[config.mk]
export PLATFORM = sky130hd
export DESIGN_NAME = chan_scan_mux_flat
export DESIGN_NICKNAME = d
export VERILOG_FILES = /design/src/rtl/chan_scan_mux_if.sv /design/src/rtl/chan_scan_mux.sv /design/src/flat_wrapper.sv
export SDC_FILE = /design/constraint.sdc
export NUM_CORES = 1
export LEC_CHECK = 0
export CAP_MARGIN = 0
export CORE_UTILIZATION = 40
export CTS_CLUSTER_DIAMETER = 150
export DETAILED_ROUTE_END_ITERATION = 12
export HOLD_SLACK_MARGIN = 0.03
export PLACE_DENSITY = 0.72
export SYNTH_ARGS = -nofsm -noshare
export SYNTH_HDL_FRONTEND = slang
export SYNTH_SLANG_ARGS = --single-unit
[constraint.sdc]
create_clock -name clk -period 4.2 [get_ports clk]
set_input_delay 0.42 -clock clk [delete_from_list [all_inputs] [get_ports clk]]
set_output_delay 0.42 -clock clk [all_outputs]
set_load 0.1 [all_outputs]
[src/rtl/chan_scan_mux_if.sv]
// Signal bundle for chan_scan_mux: control/data inputs from the capture side,
// tagged sample outputs towards the compare stage.
interface chan_scan_mux_if #(
  parameter int WIDTH    = 8,
  parameter int CHANNELS = 4,
  parameter int SEL_W    = 2
);
  logic                      en;
  logic                      mode;
  logic [SEL_W-1:0]          sel;
  logic [CHANNELS-1:0]       ch_mask;
  logic [CHANNELS*WIDTH-1:0] ch_data;
  logic [WIDTH-1:0]          y;
  logic [SEL_W-1:0]          y_ch;
  logic                      y_valid;
  logic                      scan_done;

  modport master (
    output en, mode, sel, ch_mask, ch_data,
    input  y, y_ch, y_valid, scan_done
  );

  modport slave (
    input  en, mode, sel, ch_mask, ch_data,
    output y, y_ch, y_valid, scan_done
  );
endinterface

[src/rtl/chan_scan_mux.sv]
// Registered N-channel selector: manual select or round-robin auto-scan over
// the channels enabled in ch_mask, with a fixed dwell per channel.
module chan_scan_mux #(
  parameter int WIDTH    = 8,
  parameter int CHANNELS = 4,
  parameter int SEL_W    = 2,
  parameter int DWELL    = 4
) (
  input  logic           clk,
  input  logic           rst,
  chan_scan_mux_if.slave bus
);
  localparam int CNT_W = (DWELL > 1) ? $clog2(DWELL) : 1;
  localparam logic [CNT_W-1:0] CNT_LAST = CNT_W'(DWELL - 1);

  typedef enum logic {S_MAN, S_SCAN} state_t;

  state_t           state_q, state_d;
  logic [SEL_W-1:0] ptr_q, ptr_d;
  logic [CNT_W-1:0] cnt_q, cnt_d;
  logic [WIDTH-1:0] y_q, y_d;
  logic [SEL_W-1:0] y_ch_q, y_ch_d;
  logic             y_valid_q, y_valid_d;
  logic             scan_done_q, scan_done_d;
  logic [SEL_W-1:0] cur_ptr;

  logic [WIDTH-1:0] ch_word [CHANNELS];

  genvar gi;
  generate
    for (gi = 0; gi < CHANNELS; gi++) begin : g_unpack
      assign ch_word[gi] = bus.ch_data[gi*WIDTH +: WIDTH];
    end
  endgenerate

  // First set bit of m at circular offset >= first_off from 'from'; 'from' if none.
  function automatic logic [SEL_W-1:0] find_set(input logic [CHANNELS-1:0] m,
                                                input logic [SEL_W-1:0] from,
                                                input int first_off);
    logic [SEL_W-1:0] r;
    logic             hit;
    int               idx;
    r   = from;
    hit = 1'b0;
    for (int k = 0; k <= CHANNELS; k++) begin
      idx = (int'(from) + k) % CHANNELS;
      if (!hit && k >= first_off && m[idx]) begin
        r   = SEL_W'(idx);
        hit = 1'b1;
      end
    end
    return r;
  endfunction

  function automatic logic [SEL_W-1:0] highest_set(input logic [CHANNELS-1:0] m);
    logic [SEL_W-1:0] r;
    r = '0;
    for (int i = 0; i < CHANNELS; i++) begin
      if (m[i]) r = SEL_W'(i);
    end
    return r;
  endfunction

  always_comb begin
    state_d     = bus.mode ? S_SCAN : S_MAN;
    ptr_d       = ptr_q;
    cnt_d       = cnt_q;
    y_d         = y_q;
    y_ch_d      = y_ch_q;
    y_valid_d   = 1'b0;
    scan_done_d = 1'b0;
    cur_ptr     = ptr_q;

    if (!bus.mode) begin
      if (bus.en && int'(bus.sel) < CHANNELS) begin
        y_d       = ch_word[bus.sel];
        y_ch_d    = bus.sel;
        y_valid_d = 1'b1;
      end else begin
        y_d = '0;
      end
    end else if (state_q == S_MAN) begin
      ptr_d = find_set(bus.ch_mask, '0, 0);
      cnt_d = '0;
      if (!bus.en) y_d = '0;
    end else if (!bus.en || bus.ch_mask == '0) begin
      y_d = '0;
    end else begin
      // A dwell that starts on a disabled channel (mask was empty or changed
      // between dwells) is realigned to the next enabled channel.
      if (cnt_q == '0 && !bus.ch_mask[ptr_q]) begin
        cur_ptr = find_set(bus.ch_mask, ptr_q, 0);
      end
      if (cnt_q == CNT_LAST) begin
        cnt_d = '0;
        ptr_d = find_set(bus.ch_mask, cur_ptr, 1);
        if (bus.ch_mask[cur_ptr]) begin
          y_d         = ch_word[cur_ptr];
          y_ch_d      = cur_ptr;
          y_valid_d   = 1'b1;
          scan_done_d = (cur_ptr == highest_set(bus.ch_mask));
        end
      end else begin
        cnt_d = cnt_q + 1'b1;
        ptr_d = cur_ptr;
      end
    end
  end

  always_ff @(posedge clk) begin
    if (rst) begin
      state_q     <= S_MAN;
      ptr_q       <= '0;
      cnt_q       <= '0;
      y_q         <= '0;
      y_ch_q      <= '0;
      y_valid_q   <= 1'b0;
      scan_done_q <= 1'b0;
    end else begin
      state_q     <= state_d;
      ptr_q       <= ptr_d;
      cnt_q       <= cnt_d;
      y_q         <= y_d;
      y_ch_q      <= y_ch_d;
      y_valid_q   <= y_valid_d;
      scan_done_q <= scan_done_d;
    end
  end

  assign bus.y         = y_q;
  assign bus.y_ch      = y_ch_q;
  assign bus.y_valid   = y_valid_q;
  assign bus.scan_done = scan_done_q;
endmodule

[src/flat_wrapper.sv]
// flat-port wrapper written by rule: the top's interface ports become plain ports
module chan_scan_mux_flat 
#(
  parameter int WIDTH    = 8,
  parameter int CHANNELS = 4,
  parameter int SEL_W    = 2,
  parameter int DWELL    = 4
)
  (clk, rst, bus_en, bus_mode, bus_sel, bus_ch_mask, bus_ch_data, bus_y, bus_y_ch, bus_y_valid, bus_scan_done);
  chan_scan_mux_if #(.WIDTH(WIDTH), .CHANNELS(CHANNELS), .SEL_W(SEL_W)) bus_i ();
  input  logic clk;
  input  logic rst;
  input wire logic [$bits(bus_i.en)-1:0] bus_en;
  input wire logic [$bits(bus_i.mode)-1:0] bus_mode;
  input wire logic [$bits(bus_i.sel)-1:0] bus_sel;
  input wire logic [$bits(bus_i.ch_mask)-1:0] bus_ch_mask;
  input wire logic [$bits(bus_i.ch_data)-1:0] bus_ch_data;
  output wire logic [$bits(bus_i.y)-1:0] bus_y;
  output wire logic [$bits(bus_i.y_ch)-1:0] bus_y_ch;
  output wire logic [$bits(bus_i.y_valid)-1:0] bus_y_valid;
  output wire logic [$bits(bus_i.scan_done)-1:0] bus_scan_done;
  assign bus_i.en = bus_en;
  assign bus_i.mode = bus_mode;
  assign bus_i.sel = bus_sel;
  assign bus_i.ch_mask = bus_ch_mask;
  assign bus_i.ch_data = bus_ch_data;
  assign bus_y = bus_i.y;
  assign bus_y_ch = bus_i.y_ch;
  assign bus_y_valid = bus_i.y_valid;
  assign bus_scan_done = bus_i.scan_done;
  chan_scan_mux #(.WIDTH(WIDTH), .CHANNELS(CHANNELS), .SEL_W(SEL_W), .DWELL(DWELL)) u_core (.clk(clk), .rst(rst), .bus(bus_i));
endmodule
==> metrics.md, run 1 <==
| Metric | Value |
|---|---|
| Status | `completed` |
| Unrepaired setup endpoints after global routing | `false` |
| Seq cells post-synth | `17` |
| Hold Path Class | `reg -> reg` |
| PostCTS Resize Cnt | `0` |
| Yosys warns | `0` |
| CTS Hold Buffers Added | `0` |
| Gr ovfl total | `0` |
| Share of cells above drive strength 1 | `14.5%` |
| Starting Density | `42.3%` |
| CP Capture Type | `register` |
| Main synth FF type | `dfxtp_1` |
| Clock-pin slew on the worst setup and hold paths | `0.07 ns` |
| Async SR Flop Fraction | `0%` |
| Via count | `1,667` |
| RD Place Congestion | `0.909` |
| Worst slew margin | `35.3%` |
| PwrDens | `247 mW/mm^2` |
| Crit path time final | `3.30 ns` |
| Total Wirelength | `4410 um` |
| Worst Setup Path Type | `in -> reg` |
| Worst slack at placement | `0.625 ns` |
| Die X | `67.5 um` |
| P_leak | `0.816 nW` |
| IO buf count | `53` |
| Avg Cell Area, Syn | `9.19 um^2` |
| M3 GR Usage | `2.53%` |
| Detailed placement HPWL | `3420 um` |
| Max Fclk | `303 MHz` |
| VDD IR max | `0.102 mV` |
| CTS Buf Count | `3` |
| Final worst-path cycle share | `78.6%` |
| CTS tree | `yes` |
| Hold_sp | `u_core.bus.y[5]` |
| Total die area | `0.00456 mm^2` |
| Core ar. | `0.00406 mm^2` |
| Final Hold Viols | `0` |
| Worst path required time | `4.31 ns` |
| # fillers | `367` |
| Die Y | `67.5 um` |
| Setup Buffers After CTS | `0` |
| Final setup margin | `0.900 ns` |
| Fin Hold WS | `0.468 ns` |
| Crit path launch | `bus_ch_mask[2]` |
| EDFF count, synth | `0` |
| Seq/Total Area, Yosys | `19.8%` |
| Crit Path Max Fanout | `11` |
| CP Launch Type | `input pin` |
| Routed Antenna Nets | `0` |
| Met2 Use GR | `30.0%` |
| Vias in the first global route | `1,450` |
| Remaining DRCs | `0` |
| Vias per cell | `5.87` |
| DRT iter0 DRCs | `135` |
| Critical Path Max Stage Delay | `0.61 ns` |
| Synth cell types | `51` |
| Max-slew violation count | `0` |
| Layout Skew | `0.00525 ns` |
| H-Tree Depth | `1` |
| Io pins | `54` |
| Syn Nets | `231` |
| Max cap viols | `0` |
| Clock sinks | `17` |
| NumNets Final | `279` |
| Clock Latency Late Sink | `0.25 ns` |
| Area Overhead vs Synth | `34.7%` |
| Post-synthesis cell area | `0.00172 mm^2` |
| Worst R2R Start | `u_core.ptr_q[0]` |
| Global-route usage over all layers | `20.1%` |
| Total power | `572 uW` |
| Met1 usage | `30.0%` |
| Worst-path cell chain | `clkdlybuf4s50_1, or2_1, or3_1, a32o_2, xnor2_2, buf_4, mux4_1, a22o_1, o21ai_0, a21oi_1` |
| Global-route wire length before repair | `6840 um` |
| # rows | `23` |
| WL per Instance | `15.5 um` |
| Worst Tran Pin Value | `0.968 ns` |
| Crit-path slowest cell | `clkdlybuf4s50_1` |
| Synth Instances | `187` |
| N_diodes | `0` |
| CTS max path bufs | `2` |
| Initial antenna violation count | `0` |
| Final setup fails | `0` |
| Setup TNS Final | `0 ns` |
| Cell Area, Placed | `0.00227 mm^2` |
| First drt pass iteration count | `4` |
| Post-route cell area | `0.00231 mm^2` |
| Global route hottest layer | `met1` |
| Crit path arrival time | `3.41 ns` |
| Pin count of the biggest net entering global routing | `20` |
| Root Driver | `clkbuf_8` |
[worst paths after layout]
check | endpoint | slack [ns] | cells past startpoint
max | u_core.bus.y[4] | 0.90 | 10
min | u_core.bus.y[5] | 0.47 | 2
max reg2reg | u_core.bus.y_ch[0] | 1.08 | 8
min reg2reg | u_core.bus.y[5] | 0.47 | 2
[stage by stage]
step,cells,utilization (%)
detailed placement,280,55.9
CTS,284,57.0
finish,284,57.0
global placement,280,55.9
global route,284,57.0
floorplan,187,-
[placed cells by master, fill, tap and decap left out, types with 3 or more instances in the layout]
cell type,instances
nand2_1,7
nor2b_1,4
a311oi_1,3
mux2i_1,3
clkbuf_8,3
a22o_1,8
dfxtp_1,17
nor4_1,3
a22oi_1,3
o21ai_0,13
mux4_2,16
nand3_1,14
inv_1,7
nand2b_1,3
a21oi_1,14
clkdlybuf4s50_1,53
nor3_1,5
o211a_1,3
nor2_1,14
buf_4,4
[flip-flops by register name, summed over array words and instances (netlist names)]
name / cells
u_core.cnt_q: 2
u_core.bus.y_valid: 1
u_core.bus.scan_done: 1
u_core.state_q: 1
u_core.ptr_q: 2
u_core.bus.y: 8
u_core.bus.y_ch: 2
[report_power, final]
group          internal (mW)  switching, mW  total (mW)
sequential             0.169        0.00900       0.178
clock                 0.0672         0.0526       0.120
combinational          0.134          0.140       0.274
[cell type report]
cell class              count  area (um^2)  area share [%]
clock buffers               4         45.0            1.95
inverters                   8         30.0            1.30
multi-input cells         148         1270            55.1
flip-flops and latches     17          340            14.7
well taps                  50         62.6            2.70
repair buffers             57          561            24.2
[synthesized netlist by cell type (all sizes together) (2+ instances only)]
cell type / n / area (um^2)
mux4: 17 / 387
nor3: 5 / 25.0
mux2i: 3 / 30.0
a211o: 2 / 17.5
o211ai: 2 / 20.0
a311oi: 3 / 26.3
nor4: 3 / 18.8
ha: 2 / 25.0
o31ai: 2 / 15.0
nand3: 14 / 70.1
a21oi: 14 / 70.1
nor2: 15 / 58.8
inv: 7 / 26.3
clkbuf: 6 / 22.5
o21ai: 15 / 78.8
nand2: 7 / 26.3
o211a: 3 / 30.0
nor2b: 4 / 25.0
nand4: 2 / 12.5
buf: 8 / 50.1
mux2: 2 / 30.0
xnor2: 3 / 33.8
or2: 2 / 12.5
a22oi: 3 / 22.5
a22o: 8 / 70.1
dfxtp: 17 / 340
nand2b: 3 / 18.8
[cell families (layout without fill, tap and decap cells)]
group / Yosys count / in the layout / share of synthesized area, %
AND/OR/NAND/NOR: 60 / 60 / 17.6
buffers and inverters: 22 / 69 / 5.97
AO/OA/AOI/OAI: 60 / 60 / 25.6
adder cells (fa/ha/maj): 2 / 2 / 1.46
flip-flops: 17 / 17 / 19.8
multiplexers: 22 / 22 / 26.0
XOR/XNOR: 4 / 4 / 3.57
[routing by layer]
layer	wire, um	up-vias
met5	0	-
met4	33	0
met3	219	4
met2	2080	45
met1	2070	796
li1	-	822
[critical path: cells and delay by family]
| family | cells | cell delay [ns] |
|---|---|---|
| AO/OA/AOI/OAI | 4 | 0.70 |
| XOR/XNOR | 1 | 0.21 |
| buffers and inverters | 2 | 0.85 |
| multiplexers | 1 | 0.55 |
| AND/OR/NAND/NOR | 2 | 0.66 |
(Power assumes the default switching activity.)
==> run 2, diff against run 1 <==
PLACE_DENSITY = 0.75   (was 0.72)
clock period = 2.7 ns   (was 4.2 ns; I/O delays follow)
==> run 2 against run 1 <==
Net effect: via count rose by 10%; sequential cell count is the same; design area increased by 14%; worst hold slack worse by 0.0022 ns; non-clock buffer count up 33; combinational power increased by 100%; critical path depth is 1 lower; cell count increased by 12%; register-to-register slack lost 0.99 ns.
==> metrics.md, run 2 (synthesis gave the netlist of run 1 again) <==
| Metric | Value |
|---|---|
| Status | `completed` |
| VDD IR max | `0.141 mV (+38%)` |
| Clock Latency Late Sink | `0.25 ns (about the same)` |
| Total die area | `0.00456 mm^2 (unchanged)` |
| CTS Buf Count | `3 (unchanged)` |
| Total Wirelength | `5070 um (+15%)` |
| Worst R2R Setup Slack | `0.09 ns (-0.99 ns)` |
| Worst Reg-to-Reg Cells | `9 (+1)` |
| CP Capture Type | `register` |
| Total power | `1.01 mW (+77%)` |
| Worst slew margin | `53.6% (+18 points)` |
| Most common cell after layout, fill and taps aside | `buf_4` |
| Die Y | `67.5 um (unchanged)` |
| Share of cells above drive strength 1 | `33.0% (+18 points)` |
| Most frequent cells in the layout | `buf_4, clkdlybuf4s50_1, mux4_2, dfxtp_1` |
| Crit path arrival time | `2.72 ns (-0.69 ns)` |
| NumNets Final | `312 (+12%)` |
| N_diodes | `0 (unchanged)` |
| Die X | `67.5 um (unchanged)` |
| PwrDens | `382 mW/mm^2 (+55%)` |
| Io pins | `54 (unchanged)` |
| Area Overhead vs Synth | `53.8%` |
| Max-slew violation count | `0 (unchanged)` |
| Core ar. | `0.00406 mm^2 (unchanged)` |
| Root Driver | `clkbuf_8` |
| Pin count of the biggest net entering global routing | `20 (unchanged)` |
| Global-route wire length before repair | `7490 um (+9.4%)` |
| First drt pass iteration count | `4 (unchanged)` |
| Gr ovfl total | `0 (unchanged)` |
| P_leak | `1.05 nW (+28%)` |
| CP Launch Type | `register` |
| Hold_sp | `u_core.bus.y[6]` |
| DRT iter0 DRCs | `137 (+1.5%)` |
| Worst R2R Start | `u_core.ptr_q[0]` |
| Clock sinks | `17 (unchanged)` |
| Crit Path Max Fanout | `5 (-6)` |
| Via count | `1,841 (+10%)` |
| Final worst-path cycle share | `96.8%` |
| CTS max path bufs | `2 (unchanged)` |
| Worst Hold Path EP | `u_core.bus.y[6]` |
| IO buf count | `53 (unchanged)` |
| Initial antenna violation count | `0 (unchanged)` |
| Reg2reg end | `u_core.bus.y[4]` |
| Detailed placement HPWL | `3800 um (+11%)` |
| Post-route cell area | `0.00264 mm^2 (+14%)` |
| Worst path required time | `2.80 ns (-1.51 ns)` |
| CTS Hold Buffers Added | `0 (unchanged)` |
| Final Hold Viols | `0 (unchanged)` |
| Worst Setup Path Type | `reg -> reg` |
| Max Fclk | `383 MHz` |
| Final setup fails | `0 (unchanged)` |
| Layout Skew | `0.00487 ns (-0.000386 ns)` |
| Flip-flop count of the largest register after layout | `8 (unchanged)` |
| CTS tree | `yes` |
| Vias per cell | `5.81 (-1.1%)` |
| Max cap viols | `0 (unchanged)` |
| Vias in the first global route | `1,599 (+10%)` |
| Worst hold path depth | `2 (unchanged)` |
| Global-route usage over all layers | `21.5% (+1.4 points)` |
| Remaining DRCs | `0 (unchanged)` |
| Core Util, Final | `65.1% (+8.1 points)` |
| Setup TNS Final | `0 ns (unchanged)` |
| Worst Tran Pin Value | `0.694 ns (-0.274 ns)` |
| Crit path time final | `2.61 ns` |
| Starting Density | `42.3% (unchanged)` |
| Clock-pin slew on the worst setup and hold paths | `0.07 ns (about the same)` |
| RD Place Congestion | `0.927 (+2.0%)` |
| Hold Path Class | `reg -> reg` |
| H-Tree Depth | `1 (unchanged)` |
| WL per Instance | `16.0 um (+3.0%)` |
| # fillers | `333 (-9.3%)` |
| Routed Antenna Nets | `0 (unchanged)` |
| # rows | `23 (unchanged)` |
| Cell Area, Placed | `0.00246 mm^2 (+8.5%)` |
==> run 2: through the flow <==
stage | hold WS [ns] | instances | setup slack [ns]
after floorplan | 0.505 | 187 | 0.0333
after global placement | 0.452 | 308 | -0.268
after detailed placement | 0.461 | 308 | -0.321
after CTS | 0.471 | 313 | -0.0241
after global routing | 0.488 | 317 | -0.0370
final | 0.466 | 317 | 0.0862
==> run 2: report_power, final <==
part           internal (mW)  switching [mW]
clock                  0.105          0.0827
combinational          0.294           0.255
sequential             0.262          0.0111
==> run 2: routing by layer <==
layer  track usage, %  vias to the layer above  part of all wire (%)
met3             2.70                       12                   5.3
met4             6.65                        0                   1.5
met1             30.7                      872                    43
met2             33.4                       65                    50
li1                 -                      892                     -
met5                0                        -                     0
==> run 2: cell type report <==
type	count	area, um^2	area share [%]
inverters	8	30.0	1.14
multi-input cells	148	1330	50.2
well taps	50	62.6	2.37
repair buffers	90	835	31.6
flip-flops and latches	17	344	13.0
clock buffers	4	45.0	1.70
==> run 2: what timing repair did <==
action                                  in CTS  in global routing
pin swaps                                    0                  4
endpoints found under the setup margin       3                 13
endpoints found under the hold margin        0                  0
resized for setup                            3                 24
buffers inserted                             1                  3
cloned                                       0                  1
==> run 2: critical path: stages, from the launching register on <==
cell	delay, ns
dfxtp_4	0.39
mux4_2	0.51
inv_2	0.07
a32o_2	0.26
xnor2_4	0.17
buf_12	0.16
mux4_1	0.53
a22o_1	0.22
o21ai_1	0.08
a21oi_1	0.09
==> run 2: how the worst max path moves through the flow <==
stage | startpoint | end | slack (ns)
floorplan | u_core.ptr_q[0] | u_core.bus.y_ch[0] | 0.03
global placement | bus_ch_mask[0] | u_core.bus.y[4] | -0.27
detailed placement | bus_ch_mask[0] | u_core.ptr_q[0] | -0.32
CTS | bus_ch_mask[0] | u_core.bus.y[4] | -0.02
global route | u_core.ptr_q[0] | u_core.bus.y[4] | -0.04
finish | u_core.ptr_q[0] | u_core.bus.y[4] | 0.09
